File: src/rtl/cpu_mem_lsu_pkg.sv
// Shared definitions for the load/store unit: memory-op and writeback-source
// encodings, FSM state enum and the lane-selection helpers.
package cpu_mem_lsu_pkg;

    typedef enum logic [3:0] {
        OP_NONE = 4'd0,
        OP_LB   = 4'd1,
        OP_LBU  = 4'd2,
        OP_LH   = 4'd3,
        OP_LHU  = 4'd4,
        OP_LW   = 4'd5,
        OP_LD   = 4'd6,
        OP_SB   = 4'd8,
        OP_SH   = 4'd9,
        OP_SW   = 4'd10,
        OP_SD   = 4'd11
    } mem_op_e;

    typedef enum logic [1:0] {
        WB_ALU = 2'd0,
        WB_DM  = 2'd1,
        WB_PC  = 2'd2
    } wb_sel_e;

    typedef enum logic {
        ST_IDLE = 1'b0,
        ST_WAIT = 1'b1
    } lsu_state_e;

    function automatic logic op_is_load(input logic [3:0] op);
        return op inside {OP_LB, OP_LBU, OP_LH, OP_LHU, OP_LW, OP_LD};
    endfunction

    function automatic logic op_is_store(input logic [3:0] op);
        return op inside {OP_SB, OP_SH, OP_SW, OP_SD};
    endfunction

    // log2 of the access size in bytes
    function automatic logic [1:0] op_size(input logic [3:0] op);
        case (op)
            OP_LB, OP_LBU, OP_SB: return 2'd0;
            OP_LH, OP_LHU, OP_SH: return 2'd1;
            OP_LW, OP_SW:         return 2'd2;
            default:              return 2'd3;
        endcase
    endfunction

    function automatic logic op_signed(input logic [3:0] op);
        return op inside {OP_LB, OP_LH, OP_LW};
    endfunction

    // Byte-offset bits that must be zero for an aligned access of this size
    function automatic logic [2:0] size_mask(input logic [1:0] sz);
        case (sz)
            2'd0:    return 3'b000;
            2'd1:    return 3'b001;
            2'd2:    return 3'b011;
            default: return 3'b111;
        endcase
    endfunction

    // A lane belongs to the access when it sits in the same size-aligned group as the offset
    function automatic logic lane_sel(input int lane, input logic [2:0] off, input logic [1:0] sz);
        return (lane >> sz) == (int'(off) >> sz);
    endfunction

endpackage

File: src/rtl/cpu_mem_align.sv
// Combinational lane steering: store replication and byte enables, load lane
// extraction with sign/zero extension.
module cpu_mem_align
    import cpu_mem_lsu_pkg::*;
#(
    parameter int DATA_W = 32,
    parameter int OFF_W  = $clog2(DATA_W / 8)
) (
    input  logic [3:0]          op,
    input  logic [OFF_W-1:0]    off,
    input  logic [DATA_W-1:0]   store_data,
    input  logic [DATA_W-1:0]   rdata,
    output logic [DATA_W/8-1:0] be,
    output logic [DATA_W-1:0]   wdata,
    output logic [DATA_W-1:0]   load_data
);

    localparam int NB = DATA_W / 8;

    logic [1:0]        sz;
    logic [DATA_W-1:0] shifted;

    assign sz      = op_size(op);
    assign shifted = rdata >> {off, 3'b000};

    // Store side: replicate the operand across every lane, enable only the addressed ones
    always_comb begin
        be = '0;
        for (int i = 0; i < NB; i++) be[i] = lane_sel(i, 3'(off), sz);
        case (sz)
            2'd0:    wdata = {NB{store_data[7:0]}};
            2'd1:    wdata = {(NB/2){store_data[15:0]}};
            2'd2:    wdata = {(NB/4){store_data[31:0]}};
            default: wdata = store_data;
        endcase
    end

    // Load side: addressed lane is already at bit 0, extend to the full width
    always_comb begin
        load_data = shifted;
        case (sz)
            2'd0: load_data = op_signed(op) ? DATA_W'($signed(shifted[7:0]))  : DATA_W'(shifted[7:0]);
            2'd1: load_data = op_signed(op) ? DATA_W'($signed(shifted[15:0])) : DATA_W'(shifted[15:0]);
            2'd2: load_data = op_signed(op) ? DATA_W'($signed(shifted[31:0])) : DATA_W'(shifted[31:0]);
            default: load_data = shifted;
        endcase
    end

endmodule

File: src/rtl/cpu_mem_lsu.sv
// MEM stage load/store unit: request FSM, stall generation and WB registers.
// Optional build macro CPU_MEM_LSU_MISALIGN_TRAP_EN: misaligned half/word
// accesses are trapped (no request, misalign flag) instead of being aligned down.
//
// state   | meaning
// ST_IDLE | no request outstanding; a new memory op may issue this cycle
// ST_WAIT | request issued, holding captured request until dm_ack
module cpu_mem_lsu
    import cpu_mem_lsu_pkg::*;
#(
    parameter int DATA_W = 32,
    parameter int ADDR_W = 8
) (
    input  logic                clk,
    input  logic                clr_n,
    input  logic                in_valid,
    input  logic [31:0]         current_pc,
    input  logic [3:0]          mem_op,
    input  logic [1:0]          wb_sel,
    input  logic [DATA_W-1:0]   alu_result,
    input  logic [DATA_W-1:0]   store_data,
    input  logic                reg_write_en,
    input  logic [4:0]          reg_write_num,
    output logic                stall,
    output logic                dm_req,
    output logic                dm_we,
    output logic [DATA_W/8-1:0] dm_be,
    output logic [ADDR_W-1:0]   dm_addr,
    output logic [DATA_W-1:0]   dm_wdata,
    input  logic                dm_ack,
    input  logic [DATA_W-1:0]   dm_rdata,
    output logic                out_valid,
    output logic                reg_write_en_mem,
    output logic [4:0]          reg_write_num_mem,
    output logic [DATA_W-1:0]   reg_write_data,
    output logic                misalign,
    output logic [4:0]          reg_write_num_realtime
);

    localparam int NB    = DATA_W / 8;
    localparam int OFF_W = $clog2(NB);

    lsu_state_e        state_q, state_d;
    logic [2:0]        mask_full;
    logic [OFF_W-1:0]  off_raw, low_mask, off_al;
    logic              is_mem, trap, issue, complete;

    logic              cap_we;
    logic [NB-1:0]     cap_be;
    logic [ADDR_W-1:0] cap_addr;
    logic [DATA_W-1:0] cap_wdata;
    logic [3:0]        cap_op;
    logic [OFF_W-1:0]  cap_off;

    logic [3:0]        al_op;
    logic [OFF_W-1:0]  al_off;
    logic [NB-1:0]     al_be;
    logic [DATA_W-1:0] al_wdata, al_load;

    assign mask_full = size_mask(op_size(mem_op));
    assign low_mask  = mask_full[OFF_W-1:0];
    assign off_raw   = alu_result[OFF_W-1:0];
    assign off_al    = off_raw & ~low_mask;
    assign is_mem    = in_valid && (op_is_load(mem_op) || op_is_store(mem_op));

`ifdef CPU_MEM_LSU_MISALIGN_TRAP_EN
    assign trap = is_mem && (|(off_raw & low_mask));
`else
    assign trap = 1'b0;
`endif

    assign issue = is_mem && !trap;

    // In WAIT the load is steered by the captured op/offset, not the live inputs
    assign al_op  = (state_q == ST_WAIT) ? cap_op  : mem_op;
    assign al_off = (state_q == ST_WAIT) ? cap_off : off_al;

    cpu_mem_align #(.DATA_W(DATA_W), .OFF_W(OFF_W)) u_align (
        .op         (al_op),
        .off        (al_off),
        .store_data (store_data),
        .rdata      (dm_rdata),
        .be         (al_be),
        .wdata      (al_wdata),
        .load_data  (al_load)
    );

    assign reg_write_num_realtime = reg_write_num;

    // State register
    always_ff @(posedge clk or negedge clr_n) begin
        if (!clr_n) state_q <= ST_IDLE;
        else        state_q <= state_d;
    end

    // Next state and request outputs; everything is forced quiet while clr_n is low
    always_comb begin
        state_d  = state_q;
        dm_req   = 1'b0;
        dm_we    = 1'b0;
        dm_be    = '0;
        dm_addr  = '0;
        dm_wdata = '0;
        stall    = 1'b0;
        complete = 1'b0;
        if (clr_n) begin
            case (state_q)
                ST_IDLE: begin
                    if (issue) begin
                        dm_req   = 1'b1;
                        dm_we    = op_is_store(mem_op);
                        dm_be    = al_be;
                        dm_addr  = alu_result[ADDR_W+OFF_W-1:OFF_W];
                        dm_wdata = al_wdata;
                        if (dm_ack) complete = 1'b1;
                        else begin
                            stall   = 1'b1;
                            state_d = ST_WAIT;
                        end
                    end else begin
                        complete = 1'b1;
                    end
                end
                ST_WAIT: begin
                    dm_req   = 1'b1;
                    dm_we    = cap_we;
                    dm_be    = cap_be;
                    dm_addr  = cap_addr;
                    dm_wdata = cap_wdata;
                    if (dm_ack) begin
                        complete = 1'b1;
                        state_d  = ST_IDLE;
                    end else begin
                        stall = 1'b1;
                    end
                end
                default: state_d = ST_IDLE;
            endcase
        end
    end

    // Capture the request on the cycle it issues without an ack
    always_ff @(posedge clk or negedge clr_n) begin
        if (!clr_n) begin
            cap_we    <= 1'b0;
            cap_be    <= '0;
            cap_addr  <= '0;
            cap_wdata <= '0;
            cap_op    <= '0;
            cap_off   <= '0;
        end else if (state_q == ST_IDLE && state_d == ST_WAIT) begin
            cap_we    <= dm_we;
            cap_be    <= dm_be;
            cap_addr  <= dm_addr;
            cap_wdata <= dm_wdata;
            cap_op    <= mem_op;
            cap_off   <= off_al;
        end
    end

`ifdef CPU_MEM_LSU_MISALIGN_TRAP_EN
    logic misalign_q;

    // Misalignment flag follows the WB registers: load on completion, hold while stalled
    always_ff @(posedge clk or negedge clr_n) begin
        if (!clr_n)        misalign_q <= 1'b0;
        else if (complete) misalign_q <= trap;
    end

    assign misalign = misalign_q;
`else
    assign misalign = 1'b0;
`endif

    // WB registers: load on completion, bubble out_valid while stalled
    always_ff @(posedge clk or negedge clr_n) begin
        if (!clr_n) begin
            out_valid         <= 1'b0;
            reg_write_en_mem  <= 1'b0;
            reg_write_num_mem <= '0;
            reg_write_data    <= '0;
        end else if (complete) begin
            out_valid         <= in_valid;
            reg_write_en_mem  <= reg_write_en && in_valid && !trap;
            reg_write_num_mem <= reg_write_num;
            case (wb_sel)
                WB_DM:   reg_write_data <= al_load;
                WB_PC:   reg_write_data <= DATA_W'(current_pc + 32'd1);
                default: reg_write_data <= alu_result;
            endcase
        end else begin
            out_valid <= 1'b0;
        end
    end

endmodule

File: config.mk
export PLATFORM = sky130hd
export DESIGN_NAME = cpu_mem_lsu
export DESIGN_NICKNAME = d
export VERILOG_FILES = /design/src/rtl/cpu_mem_lsu_pkg.sv /design/src/rtl/cpu_mem_align.sv /design/src/rtl/cpu_mem_lsu.sv
export SDC_FILE = /design/constraint.sdc
export NUM_CORES = 1
export LEC_CHECK = 0
export CAP_MARGIN = 30
export CORE_UTILIZATION = 47
export DETAILED_ROUTE_END_ITERATION = 7
export PLACE_DENSITY = 0.82
export SYNTH_ARGS = -nofsm -noshare
export SYNTH_HDL_FRONTEND = slang
export SYNTH_HIERARCHICAL = 1
export SYNTH_SLANG_ARGS = --single-unit
File: constraint.sdc
create_clock -name clk -period 3.8 [get_ports clk]
set_input_delay 0.38 -clock clk [delete_from_list [all_inputs] [get_ports clk]]
set_output_delay 0.38 -clock clk [all_outputs]
set_load 0.01 [all_outputs]
==> flow_summary_export.csv, run 1 <==
group,metric,value,unit
outcome,status,"complete, no violations",
synthesis,synth.avg_cell_area,9.20,µm²
synthesis,ys_seq_area_share,32.8,%
drt,drc,0,
placement,portBuffers,234,
die,fp.dieH,124,µm
worst_setup_path,required,3.42,ns
drt,first_pass_iters,5,
worst_setup_path,path_cells,"clkdlybuf4s50_1 -> inv_1 -> o21ai_2 -> inv_1 -> buf_4 -> ha_1 -> mux2_2 -> a21oi_2 -> buf_4 -> a221oi_1 -> nor2_1 -> a22oi_1 -> nor2b_1 -> clkdlybuf4s50_1",
timing,hold_viol_final,0,
die,die_area,15300,µm²
timing,finalSetupViolCount,0,
global_route,grt_max_degree,74,
cells_and_area,final_area,9930,µm²
timing,max_slew_margin,29.1,%
clocking,clkTransAtPathRegs,0.07,ns
worst_hold_path,hold_path.class,"flip-flop to flip-flop",
synthesis,synth_cell_types,62,
cells_and_area,final_layout_size_suffix_gt1_share,15.6,%
synthesis,ys_seq_elements,91,
die,coreArea,14500,µm²
worst_setup_path,worst-path-buf-inv,6,
cells_and_area,register_area,2280,µm²
worst_setup_path,crit_path_end_kind,"primary output",
timing,clock_skew,0.00525,ns
drt,ant_nets,0,
placement,postPlaceCellArea,9510,µm²
cells_and_area,fin_util,68.6,%
pwr,power_leakage,3.93,nW
global_route,grt_pass1_vias,6246,
clocking,clockBufferDepth,2,
timing,min_period,3.66,ns
worst_setup_path,reg2reg_slack,0.76,ns
cells_and_area,layout_common_cells,"clkdlybuf4s50_1, dfrtp_1, nor2b_1",
global_route,grt_usage,28.4,%
synthesis,syn_area,6950,µm²
global_route,grt_overflow,0,
placement,place.gp.congestion,0.883,
pwr,powerDensity,423,nW/µm²
synthesis,async_flop_share,100,%
worst_setup_path,r2r-start,"state_q",
worst_setup_path,start_kind,"input pin",
cells_and_area,diodes,0,
clocking,clkLatencyLatePin,0.36,ns
drt,wl_per_cell,18.9,µm
synthesis,synthCells,755,
job,maxCapViolCount,0,
clocking,clkSinkCount,91,
global_route,grt_pass1_wl,33.0,mm
clocking,cts_made_buffers,9,
timing,tightest_slew,1.06,ns
worst_setup_path,path_class,"input pin to primary output",
synthesis,synth-edff-count,0,
global_route,antenna_found_initial,0,
cells_and_area,final_common_cell,"clkdlybuf4s50_1",
worst_setup_path,critPathArrivalTime,3.28,ns
cells_and_area,num-fill-cells,1140,
clocking,root_buffer,"clkbuf_16",
die,initial_utilization,48.0,%
die,rows,44,
timing,fin_crit_sh,96.4,%
die,pin_count,236,
drt,drt-total-wl,21.9,mm
synthesis,ys.flop_type,"dfrtp_1",
pwr,peakVddDrop,0.000373,V
timing,slew_viol_final,0,
worst_setup_path,crit_family,"buffers and inverters",
clocking,cts_tree,"done",
worst_setup_path,cp_slowest_cell,"clkdlybuf4s50_1",
synthesis,yosysWarnings,6,
cells_and_area,multi_input_area,4310,µm²
worst_setup_path,startpoint,"mem_op[1]",
drt,first_iter_violations,475,
drt,viasPerCell,5.87,
clocking,htree_levels,3,
timing,fmax,0.273,GHz
synthesis,synth_nets,912,
worst_setup_path,crit_path_max_incr_delay,0.56,ns
drt,vias,6781,
placement,hpwl,15.9,mm
worst_hold_path,hp-start,"reg_write_data[26]",
worst_setup_path,critPathMaxFanout,6,
cells_and_area,area_growth,43.0,%
cells_and_area,layout.nets,1123,
die,die_width,124,µm
## report_power, final
group          internal, mW  switching [mW]  leakage (nW)
Combinational         0.940           0.846          2.66
Clock                 0.578           0.414         0.149
Sequential             1.27           0.158          1.13
## registers in the layout (all words and copies together) (netlist names)
| name | count |
|---|---|
| out_valid | 1 |
| reg_write_data | 32 |
| cap_addr | 8 |
| cap_we | 1 |
| state_q | 1 |
| reg_write_num_mem | 5 |
| cap_be | 4 |
| cap_off | 2 |
| cap_op | 4 |
| cap_wdata | 32 |
| reg_write_en_mem | 1 |
## synth_stat cells (9+ instances only)
cell / instances / area [µm²]
a21oi_1: 22 / 110
a221oi_1: 35 / 307
a22o_1: 17 / 149
a22oi_1: 48 / 360
buf_2: 16 / 80.1
buf_4: 17 / 128
clkbuf_1: 35 / 131
dfrtp_1: 91 / 2280
ha_1: 13 / 163
inv_1: 16 / 60.1
mux2_2: 56 / 631
mux2i_1: 24 / 240
nand2_1: 52 / 195
nand3_1: 13 / 65.1
nor2_1: 43 / 161
nor2b_1: 80 / 500
o21ai_0: 21 / 105
o22ai_1: 9 / 56.3
o2bb2ai_1: 9 / 78.8
o31ai_1: 25 / 188
xnor2_1: 13 / 114
xor2_1: 17 / 149
## final cells by class
| cell class | count | area share, % |
|---|---|---|
| inverter | 16 | 0.605 |
| clock buffer | 10 | 2.30 |
| tap | 184 | 2.32 |
| sequential | 91 | 22.9 |
| timing repair buffer | 276 | 27.6 |
| multi-input combinational | 572 | 43.4 |
| clock inverter | 6 | 0.894 |
## final timing paths
path / endpoint / depth (start not counted)
setup reg to reg: reg_write_data[30] / 12
hold reg to reg: reg_write_data[26] / 2
setup / recovery: dm_wdata[28] / 14
hold / removal: reg_write_data[26] / 2
max in group asynchronous: reg_write_data[21] / 3
min in group asynchronous: cap_wdata[10] / 2
## kinds of logic after synthesis
family / synth area share [%]
muxes: 13.0
buffers and inverters: 6.59
DFF: 32.8
adders and majority gates: 2.34
other: 0.0540
AOI/OAI and AO/OA: 22.5
xor gates and xnor gates: 3.78
and+or+nand+nor: 18.9
## per-layer routing
metal	routed length [µm]	GRT usage, %	part of all wire, %
met1	9810	39.3	45
met2	10200	44.8	47
met3	1410	6.00	6.5
met4	454	7.38	2.1
met5	0	0	0
## through the flow
stage	setup WS (ns)	total power [mW]	cells	hold slack (ns)	setup TNS, ns
detailed placement	-0.0424	3.17	1135	0.363	-0.130
finish	0.136	4.21	1155	0.475	0
floorplan	0.450	2.41	755	0.0844	0
global placement	0.0380	3.12	1134	0.359	0
CTS	0.0112	4.19	1152	0.481	0
global route	-0.000453	4.45	1155	0.512	-0.000453
## what timing repair did
action,in CTS,in global routing
pin swaps,0,3
setup buffers,0,2
cloned,0,1
hold endpoints to repair,21,0
resized for setup,3,21
hold buffers,1,0
setup endpoints to repair,5,28
## worst register-to-register path, stage by stage, from the launching register on
cell and delay [ns]:
dfrtp_2 0.53, nand2_1 0.13, o21ai_2 0.09, inv_1 0.08, buf_4 0.14, ha_1 0.20
nor2b_4 0.15, o32ai_4 0.12, buf_4 0.18, nor3_1 0.74, o2bb2ai_1 0.19, a221oi_1 0.12
o31ai_1 0.29
(Power assumes the default switching activity.)
==> run 2, diff against run 1 <==
--- a/config.mk
+++ b/config.mk
@@ -8,7 +8,9 @@
 export CAP_MARGIN = 30
 export CORE_UTILIZATION = 47
 export DETAILED_ROUTE_END_ITERATION = 7
+export GPL_TIMING_DRIVEN = 1
 export PLACE_DENSITY = 0.82
+export RECOVER_POWER = 100
 export SYNTH_ARGS = -nofsm -noshare
 export SYNTH_HDL_FRONTEND = slang
 export SYNTH_HIERARCHICAL = 1
==> run 2 against run 1 <==
Effect of this change:
- sequential share of layout area is 0.22 points higher
- critical path depth stayed put
- largest power group unchanged
- count of clock-buffer cells in the layout stayed put
- maximum frequency hardly changed
- flip-flop and latch count stayed put
- first-iteration DRC count is 7.8% higher
- critical path type unchanged
- register-to-register slack worse by 0.07 ns
==> flow_summary_export.csv, run 2 (synthesized netlist as in run 1, its figures left out) <==
group,metric,value,unit
clocking,root_buffer,"clkbuf_16",
timing,clock_skew,0.00543,ns
drt,first_pass_iters,5,
pwr,power_leakage,3.97,nW
pwr,p_total,4.15,mW
worst_setup_path,critPathArrivalTime,3.28,ns
cells_and_area,layout_common_cells,"clkdlybuf4s50_1, dfrtp_1, nor2b_1",
cells_and_area,area_growth,41.6,%
timing,hold_viol_final,0,
timing,fmax,0.273,GHz
worst_setup_path,ff2ff_path_depth,6,
timing,tightest_slew,1.45,ns
cells_and_area,top_regs,"cap_wdata: 32 flops, reg_write_data: 32 flops, cap_addr: 8 flops",
cells_and_area,layout.nets,1123,
cells_and_area,final_area,9840,µm²
global_route,grt_pass1_vias,6246,
drt,drc,0,
drt,wl_per_cell,18.9,µm
timing,fin_tns_setup,0,ns
clocking,clkLatencyLatePin,0.36,ns
timing,fin_crit_sh,96.4,%
clocking,clockBufferDepth,2,
drt,viasPerCell,5.84,
timing,finalSetupViolCount,0,
job,maxCapViolCount,0,
die,die_area,15300,µm²
drt,first_iter_violations,512,
global_route,antenna_found_initial,0,
drt,vias,6747,
cells_and_area,final_common_cell,"clkdlybuf4s50_1",
die,initial_utilization,48.0,%
worst_setup_path,crit_path_end_kind,"primary output",
placement,placed_cells,1135,
pwr,peakVddDrop,0.000404,V
die,die_width,124,µm
cells_and_area,diodes,0,
global_route,grt_overflow,0,
cells_and_area,fin_cells,1155,
clocking,cts_tree,"done",
die,rows,44,
cells_and_area,fin_util,67.9,%
timing,slew_viol_final,0,
cells_and_area,final_layout_size_suffix_gt1_share,14.8,%
die,fp.dieH,124,µm
worst_hold_path,hold_path_depth,2,
die,coreArea,14500,µm²
clocking,cts_made_buffers,9,
timing,min_period,3.66,ns
drt,ant_nets,0,
clocking,clkSinkCount,91,
worst_setup_path,start_kind,"input pin",
pwr,powerDensity,422,nW/µm²
clocking,htree_levels,3,
clocking,clkTransAtPathRegs,0.06,ns
drt,drt-total-wl,21.9,mm
placement,place.gp.congestion,0.883,
global_route,grt_pass1_wl,33.0,mm
worst_setup_path,critPathMaxFanout,6,
global_route,grt_max_degree,74,
placement,portBuffers,234,
timing,max_slew_margin,3.07,%
global_route,grt_usage,28.4,%
die,pin_count,236,
placement,hpwl,15.9,mm
worst_setup_path,required,3.42,ns
worst_setup_path,path_class,"input pin to primary output",
outcome,status,"complete, no violations",
worst_hold_path,hold_path.class,"flip-flop to flip-flop",
placement,postPlaceCellArea,9510,µm²
run 2: cell count changes in the layout (fill, tap and decap cells not counted), sizes merged:
| cell | previous run | this run |
|---|---|---|
| buf | 42 | 36 |
| dlygate4sd3 | 1 | 63 |
| clkbuf | 10 | 18 |
| clkdlybuf4s50 | 229 | 167 |
| dlymetal6s2s | 4 | 2 |
run 2: routing by layer:
layer  GRT usage (%)  routed length [µm]  part of all wire [%]
met1            39.3                9600                    44
met2            44.8               10300                    47
met3            6.00                1560                   7.1
met4            7.38                 403                   1.8
met5               0                   0                     0
run 2: worst max-delay path, cell delays in order:
cell	delay (ns)
clkdlybuf4s50_1	0.50
inv_1	0.11
o21ai_2	0.16
inv_1	0.08
buf_4	0.14
ha_1	0.22
mux2_2	0.30
a21oi_2	0.17
buf_4	0.18
a221oi_1	0.09
nor2_1	0.14
a22oi_1	0.10
nor2b_1	0.15
clkdlybuf4s50_1	0.56
run 2: path summary, 6_finish.rpt:
path,from,endpoint,slack (ns)
worst max-delay path,mem_op[1],dm_wdata[28],0.14
worst min-delay path,reg_write_data[26],reg_write_data[26],0.47
worst max register to register,state_q,cap_wdata[14],0.69
worst min register to register,reg_write_data[26],reg_write_data[26],0.47
max in group asynchronous,clr_n,cap_wdata[24],2.13
min in group asynchronous,clr_n,cap_wdata[10],0.53
run 2: area by class of cell:
cell class,instances,area (µm²)
Sequential cell,91,2280
Tap cell,184,230
Clock buffer,10,229
Clock inverter,6,88.8
Inverter,16,60.1
Multi-Input combinational cell,572,4280
Timing Repair Buffer,276,2680
Fill cell,1163,4640
run 2: where the power goes:
part	internal [mW]	switching (mW)
logic	0.891	0.839
clock network	0.578	0.413
registers	1.27	0.155
total	2.74	1.41
run 2: metrics by stage:
step,hold slack [ns],setup WS (ns)
floorplan,0.0844,0.450
global route,0.507,-0.00188
global placement,0.359,0.0380
CTS,0.481,0.0112
detailed placement,0.363,-0.0424
finish,0.470,0.135
run 2: repair_timing:
item,CTS,global route
gates resized for setup,3,21
setup endpoints to repair,5,28
cloned,0,1
hold endpoints to repair,21,0
hold buffers,1,0
setup buffers,0,2
pin swaps,0,3
